<file path="src/rtl/ifq_pkg.sv">
// Shared types and constants for the instruction prefetch queue.
package ifq_pkg;
  typedef enum logic {RUN = 1'b0, DRAIN = 1'b1} ifqState_e;
  localparam logic [15:0] NOP         = 16'h0000;
  localparam logic [15:0] DISCARD_MAX = 16'hFFFF;
endpackage

</file>
<file path="src/rtl/ifq_fifo.sv">
// Circular buffer of {instruction, pc} with flush and a registered head entry.
module ifq_fifo
  import ifq_pkg::*;
#(
  parameter int DEPTH = 4,
  parameter int AW    = 16
) (
  input  logic                   clk,
  input  logic                   reset,
  input  logic                   push,
  input  logic [15:0]            pushData,
  input  logic [AW-1:0]          pushPc,
  input  logic                   pop,
  input  logic                   flush,
  output logic                   headValid,
  output logic [15:0]            headData,
  output logic [AW-1:0]          headPc,
  output logic [$clog2(DEPTH):0] count,
  output logic                   empty,
  output logic                   full
);
  localparam int PW = $clog2(DEPTH);
  localparam int CW = PW + 1;

  logic [DEPTH-1:0][15:0]   dataMem;
  logic [DEPTH-1:0][AW-1:0] pcMem;
  logic [PW-1:0]            wrPtr, rdPtr, rdNext;
  logic [CW-1:0]            remain;
  logic                     doPop;

  assign doPop  = pop & (count != '0);
  assign rdNext = rdPtr + PW'(doPop);
  assign remain = count - CW'(doPop);
  assign empty  = (count == '0);
  assign full   = (count == CW'(DEPTH));

  // Push is never issued together with flush, so storage needs no reset.
  always_ff @(posedge clk) begin
    if (push) begin
      dataMem[wrPtr] <= pushData;
      pcMem[wrPtr]   <= pushPc;
    end
  end

  always_ff @(posedge clk) begin
    if (reset || flush) begin
      wrPtr     <= '0;
      rdPtr     <= '0;
      count     <= '0;
      headValid <= 1'b0;
      headData  <= NOP;
      headPc    <= '0;
    end else begin
      if (push) wrPtr <= wrPtr + PW'(1);
      rdPtr <= rdNext;
      count <= remain + CW'(push);
      // Head is precomputed so outputs never see deq/redirect combinationally.
      if (remain == '0) begin
        headValid <= push;
        headData  <= push ? pushData : NOP;
        headPc    <= push ? pushPc : '0;
      end else begin
        headValid <= 1'b1;
        headData  <= dataMem[rdNext];
        headPc    <= pcMem[rdNext];
      end
    end
  end
endmodule

</file>
<file path="src/rtl/ifetch_queue.sv">
// Prefetch queue: issues word reads to imem, buffers responses, drops stale ones after a redirect.
module ifetch_queue
  import ifq_pkg::*;
#(
  parameter int DEPTH = 4,
  parameter int AW    = 16
) (
  input  logic          clk,
  input  logic          reset,
  output logic          imem_req,
  output logic [AW-1:0] imem_addr,
  input  logic          imem_ack,
  input  logic [15:0]   imem_data,
  input  logic          redirect,
  input  logic [AW-1:0] redirect_pc,
  input  logic          deq,
  output logic          instr_valid,
  output logic [15:0]   instr,
  output logic [AW-1:0] instr_pc,
  output logic          empty,
  output logic          full,
  output logic [15:0]   discard_cnt
);
  localparam int CW = $clog2(DEPTH) + 1;

  ifqState_e     state, stateNext;
  logic [AW-1:0] fetchPc, drainAddr;
  logic [CW-1:0] count;
  logic          pend, runEn, fire, keepPend, push, pop;

  assign fire     = imem_req & imem_ack;
  assign keepPend = imem_req & ~imem_ack;
  assign push     = fire & (state == RUN) & ~redirect;
  assign pop      = deq & ~redirect;

  always_ff @(posedge clk) begin
    if (reset) state <= RUN;
    else       state <= stateNext;
  end

  always_comb begin
    stateNext = state;
    case (state)
      RUN:     if (redirect && keepPend) stateNext = DRAIN;
      DRAIN:   if (fire) stateNext = RUN;
      default: stateNext = RUN;
    endcase
  end

  // An outstanding request is held until acked; a new one needs a free slot.
  always_comb begin
    imem_req  = 1'b0;
    imem_addr = fetchPc;
    if (runEn) begin
      case (state)
        RUN:     imem_req = pend | (count < CW'(DEPTH));
        DRAIN: begin
          imem_req  = 1'b1;
          imem_addr = drainAddr;
        end
        default: imem_req = 1'b0;
      endcase
    end
  end

  always_ff @(posedge clk) begin
    if (reset) begin
      runEn       <= 1'b0;
      pend        <= 1'b0;
      fetchPc     <= '0;
      drainAddr   <= '0;
      discard_cnt <= '0;
    end else begin
      runEn <= 1'b1;
      pend  <= keepPend;
      if (redirect) begin
        fetchPc <= redirect_pc;
        if (state == RUN && keepPend) drainAddr <= fetchPc;
      end else if (push) begin
        fetchPc <= fetchPc + AW'(1);
      end
      if (fire && (redirect || state == DRAIN) && discard_cnt != DISCARD_MAX)
        discard_cnt <= discard_cnt + 16'd1;
    end
  end

  ifq_fifo #(.DEPTH(DEPTH), .AW(AW)) uFifo (
    .clk      (clk),
    .reset    (reset),
    .push     (push),
    .pushData (imem_data),
    .pushPc   (fetchPc),
    .pop      (pop),
    .flush    (redirect),
    .headValid(instr_valid),
    .headData (instr),
    .headPc   (instr_pc),
    .count    (count),
    .empty    (empty),
    .full     (full)
  );
endmodule

</file>
<file path="config.mk">
export PLATFORM = sky130hd
export DESIGN_NAME = ifetch_queue
export DESIGN_NICKNAME = d
export VERILOG_FILES = /design/src/rtl/ifq_pkg.sv /design/src/rtl/ifq_fifo.sv /design/src/rtl/ifetch_queue.sv
export SDC_FILE = /design/constraint.sdc
export NUM_CORES = 1
export LEC_CHECK = 0
export ABC_CLOCK_PERIOD_IN_PS = 2850
export CORE_AREA = 4 4 157 121
export DETAILED_ROUTE_END_ITERATION = 16
export DIE_AREA = 0 0 161 125
export PLACE_DENSITY = 0.75
export SYNTH_ARGS = -nofsm -noshare
export SYNTH_HDL_FRONTEND = slang
export SYNTH_SLANG_ARGS = --single-unit
</file>
<file path="constraint.sdc">
create_clock -name clk -period 2.85 [get_ports clk]
set_input_delay 0.57 -clock clk [delete_from_list [all_inputs] [get_ports clk]]
set_output_delay 0.57 -clock clk [all_outputs]
set_load 0.03 [all_outputs]
</file>
==> flow_summary_export.csv <==
group,metric,value,unit
status,status,"finished, final reports clean",
route,first_pass_iters,4,
final_layout,n_antenna_cell,0,
hold_path,worstHoldPathType,"flop to flop",
critical_path,crit_fanout,11,
clock_tree,cts.sinks,219,
final_layout,fillers,1305,
critical_path,r2r_slack,460,ps
route,viasPerCell,5.704,
timing,final.min_clock_period,2752,ps
clock_tree,cts_tree,"yes",
synth,synthMuxAreaShare,12.88,%
timing,maxSlewViolCount,0,
timing,max_slew_margin,49.96,%
final_layout,drive_gt1_share,18.28,%
grt,grt_max_degree,44,
clock_tree,cts.path.max_buffers,3,
route,wl_per_cell,19.61,um
timing,fin_skew,13.81,ps
floorplan,rows,42,
timing,fmax,0.3634,GHz
floorplan,die-area,20130,um2
hold_path,hold_depth,2,
clock_tree,cts_root_buf,"clkbuf_16",
timing,timing.setup.tns,0,ps
hold_path,whs_endpoint,"drainAddr[10]",
grt,grt_pass1_vias,5778,
synth,synth_xor_area_share,1.114,%
timing,finalCritPeriodShare,96.55,%
synth,ys_types,53,
critical_path,path_class,"flop to primary output",
route,ant_nets,0,
critical_path,end_kind,"primary output",
synth,yosys.area.top_type,"edfxtp_1",
final_layout,ff_latch_area,5667,um2
placement,globalplace.congestion,0.8246,
final_layout,multi_input_area,2821,um2
floorplan,die_h,125,um
clock_tree,clock_latency,490,ps
synth,synth_top_area_share,44.44,%
synth,synth_edf_count,128,
synth,synth_top_family_by_area,"multiplexers",
critical_path,arrival,2180,ps
power_and_ir_drop,total_power,6.848,mW
critical_path,worstPathRequired,2280,ps
critical_path,rr_worst_depth,9,
synth,synth_compound_area_share,7.769,%
route,drt_iter0_drc,372,
synth,synthAdderAreaFrac,1.447,%
synth,syn_inst,578,
synth,ys.flop_type,"edfxtp_1",
synth,syn_area,8648,um2
timing,worst_pin_slew,744.9,ps
route,remaining_drc_errors,0,
critical_path,setup.worst_path.start_class,"flop",
timing,finalSetupViolations,0,
floorplan,core_area,17450,um2
floorplan,initial_core_util,49.57,%
floorplan,dieWidth,161,um
floorplan,pin_count,105,
critical_path,r2r_end,"uFifo.headPc[0]",
clock_tree,htree_levels,1,
final_layout,final_net_count,755,
timing,final-hold-violation-count,0,
synth,synthArstFlopShare,0,%
placement,dp_hpwl,11950,um
synth,synth_fp_nets,625,
synth,synth.area.top_cells,"edfxtp_1 (44%), dfxtp_1 (21%), mux4_2 (8.3%)",
timing,rsz0062_at_grt,"false",
clock_tree,post_cts_buffers,0,
placement,portBuffers,104,
clock_tree,cts_buffers,21,
grt,grt_pass1_wl,30730,um
synth,yosysWarnings,0,
critical_path,worstReg2RegStart,"uFifo.count[2]",
power_and_ir_drop,ir_worst_vdd,0.3317,mV
grt,grt_antenna_before_repair,0,
flow_run,max_cap_viol_count,0,
clock_tree,clkTransAtPathRegs,70,ps
synth,synth_simple_gate_area_share,9.086,%
hold_path,min_from,"drainAddr[10]",
grt,grt_use_total,18.77,%
power_and_ir_drop,p_per_area,623.1,nW/um2
route,route.vias.total,5499,
synth,synth_area_per_cell,14.96,um2
synth,synth-seq-cells,219,
final_layout,syn2layout_area_growth,27.08,%
grt,grt_overflow,0,
route,routed_wl,18910,um
synth,yosysSeqAreaShare,65.51,%
power_and_ir_drop,cellLeakagePower,3.687,nW
how the worst max path moves through the flow:
stage	depth (start not counted)	from	slack, ps	end
after floorplan	8	redirect	50	uFifo.headData[0]
after detailed placement	9	redirect	-130	uFifo.headPc[0]
final	4	state	100	imem_addr[13]
after global routing	4	state	3	imem_addr[13]
after global placement	8	redirect	7	uFifo.headData[10]
after CTS	4	state	80	imem_addr[13]
timing repair:
| item | in CTS | in global routing |
|---|---|---|
| hold buffers | 0 | 0 |
| resized for setup | 2 | 0 |
| setup endpoints to repair | 16 | 0 |
metrics by stage:
stage	area (um2)	std cells	utilization, %	worst slack [ps]	hold slack [ps]
3_3_place_gp	10260	927	58.80	7.356	469.7
2_1_floorplan	8657	578	-	48.98	454.8
6_report	10990	964	62.99	98.40	491.2
5_1_grt	10990	964	62.99	3.241	526.9
3_5_place_dp	10260	927	58.80	-132.4	483.1
4_1_cts	10990	964	62.99	78.68	497.6
sequential cells by signal, indices dropped and copies added (netlist names), 2 cells and up:
name            count
uFifo.headPc       16
uFifo.wrPtr         2
uFifo.dataMem      64
uFifo.count         3
discard_cnt        16
uFifo.pcMem        64
uFifo.headData     16
uFifo.rdPtr         2
fetchPc            16
drainAddr          16
per-layer routing:
layer / wire (um) / global-route usage [%] / vias up / part of all wire, %
li1: - / - / 2529 / -
met1: 8273 / 26.29 / 2766 / 44
met2: 9065 / 30.83 / 178 / 48
met3: 1212 / 3.849 / 26 / 6.4
met4: 356 / 4.012 / 0 / 1.9
met5: 0 / 0 / - / 0
worst max-delay path, stage by stage, from the launching register on:
cell,delay [ps]
dfxtp_2,440
nand2_1,130
buf_4,200
mux2_2,240
clkdlybuf4s50_1,680
cell families (layout without fill, tap and decap cells):
logic type,after synthesis,count (layout)
AND/OR/NAND/NOR,137,137
multiplexers,69,69
flip-flops,219,219
adder cells (fa/ha/maj),10,10
AO/OA/AOI/OAI,87,87
buffers and inverters,45,189
XOR/XNOR,11,11
power by group:
part / total, mW / leakage (nW) / internal, mW / switching [mW]
combinational: 0.430 / 1.43 / 0.204 / 0.226
clock: 2.96 / 0.360 / 1.83 / 1.12
sequential: 3.46 / 1.90 / 3.41 / 0.0566
total: 6.85 / 3.69 / 5.44 / 1.41
Yosys cell counts, types with 8 or more instances:
cell	number
nor3_1	8
clkbuf_1	21
a21oi_1	15
inv_1	10
and2_1	8
or4_1	10
nor4_1	10
mux2i_1	19
nand4_1	9
dfxtp_1	91
mux4_2	32
nand2_1	14
o31ai_1	10
xnor2_1	8
mux2_2	18
a22o_1	32
buf_2	8
nor2_1	34
edfxtp_1	128
ha_1	10
a211oi_1	9
cell type report:
type / count / share of cell area, %
clock buffer: 26 / 5.043
sequential: 219 / 51.56
timing repair buffer: 140 / 12.94
inverter: 12 / 0.4098
clock inverter: 11 / 1.617
tap: 242 / 2.755
multi-input combinational: 314 / 25.67
cell usage in the layout (no fill, tap or decap), drive strengths merged, types with 2 or more instances in the layout:
cell type      Yosys  routed
or4               11      11
nor4              10      10
and3               5       5
mux2              18      18
mux2i             19      19
and2               8       8
or3                5       5
ha                10      10
nor2b              5       5
nand3              5       5
dfxtp             91      91
nor3b              2       2
o31a               4       4
nand4b             2       2
a211oi             9       9
clkinv             2       8
nor2              34      34
or2                4       4
clkbuf            21      26
a22o              32      32
a21oi             15      15
o21ai              5       5
xnor2              8       8
a311oi             2       2
nand2b             4       4
bufinv             0       5
clkdlybuf4s50      0     103
xor2               3       3
buf               12      36
nand4             10      10
edfxtp           128     128
and4               3       3
o31ai             10      10
nor3               9       9
and4b              2       2
inv               10      10
o311a              5       5
mux4              32      32
nand2             14      14
No activity file was read; power rests on OpenSTA's default activity.
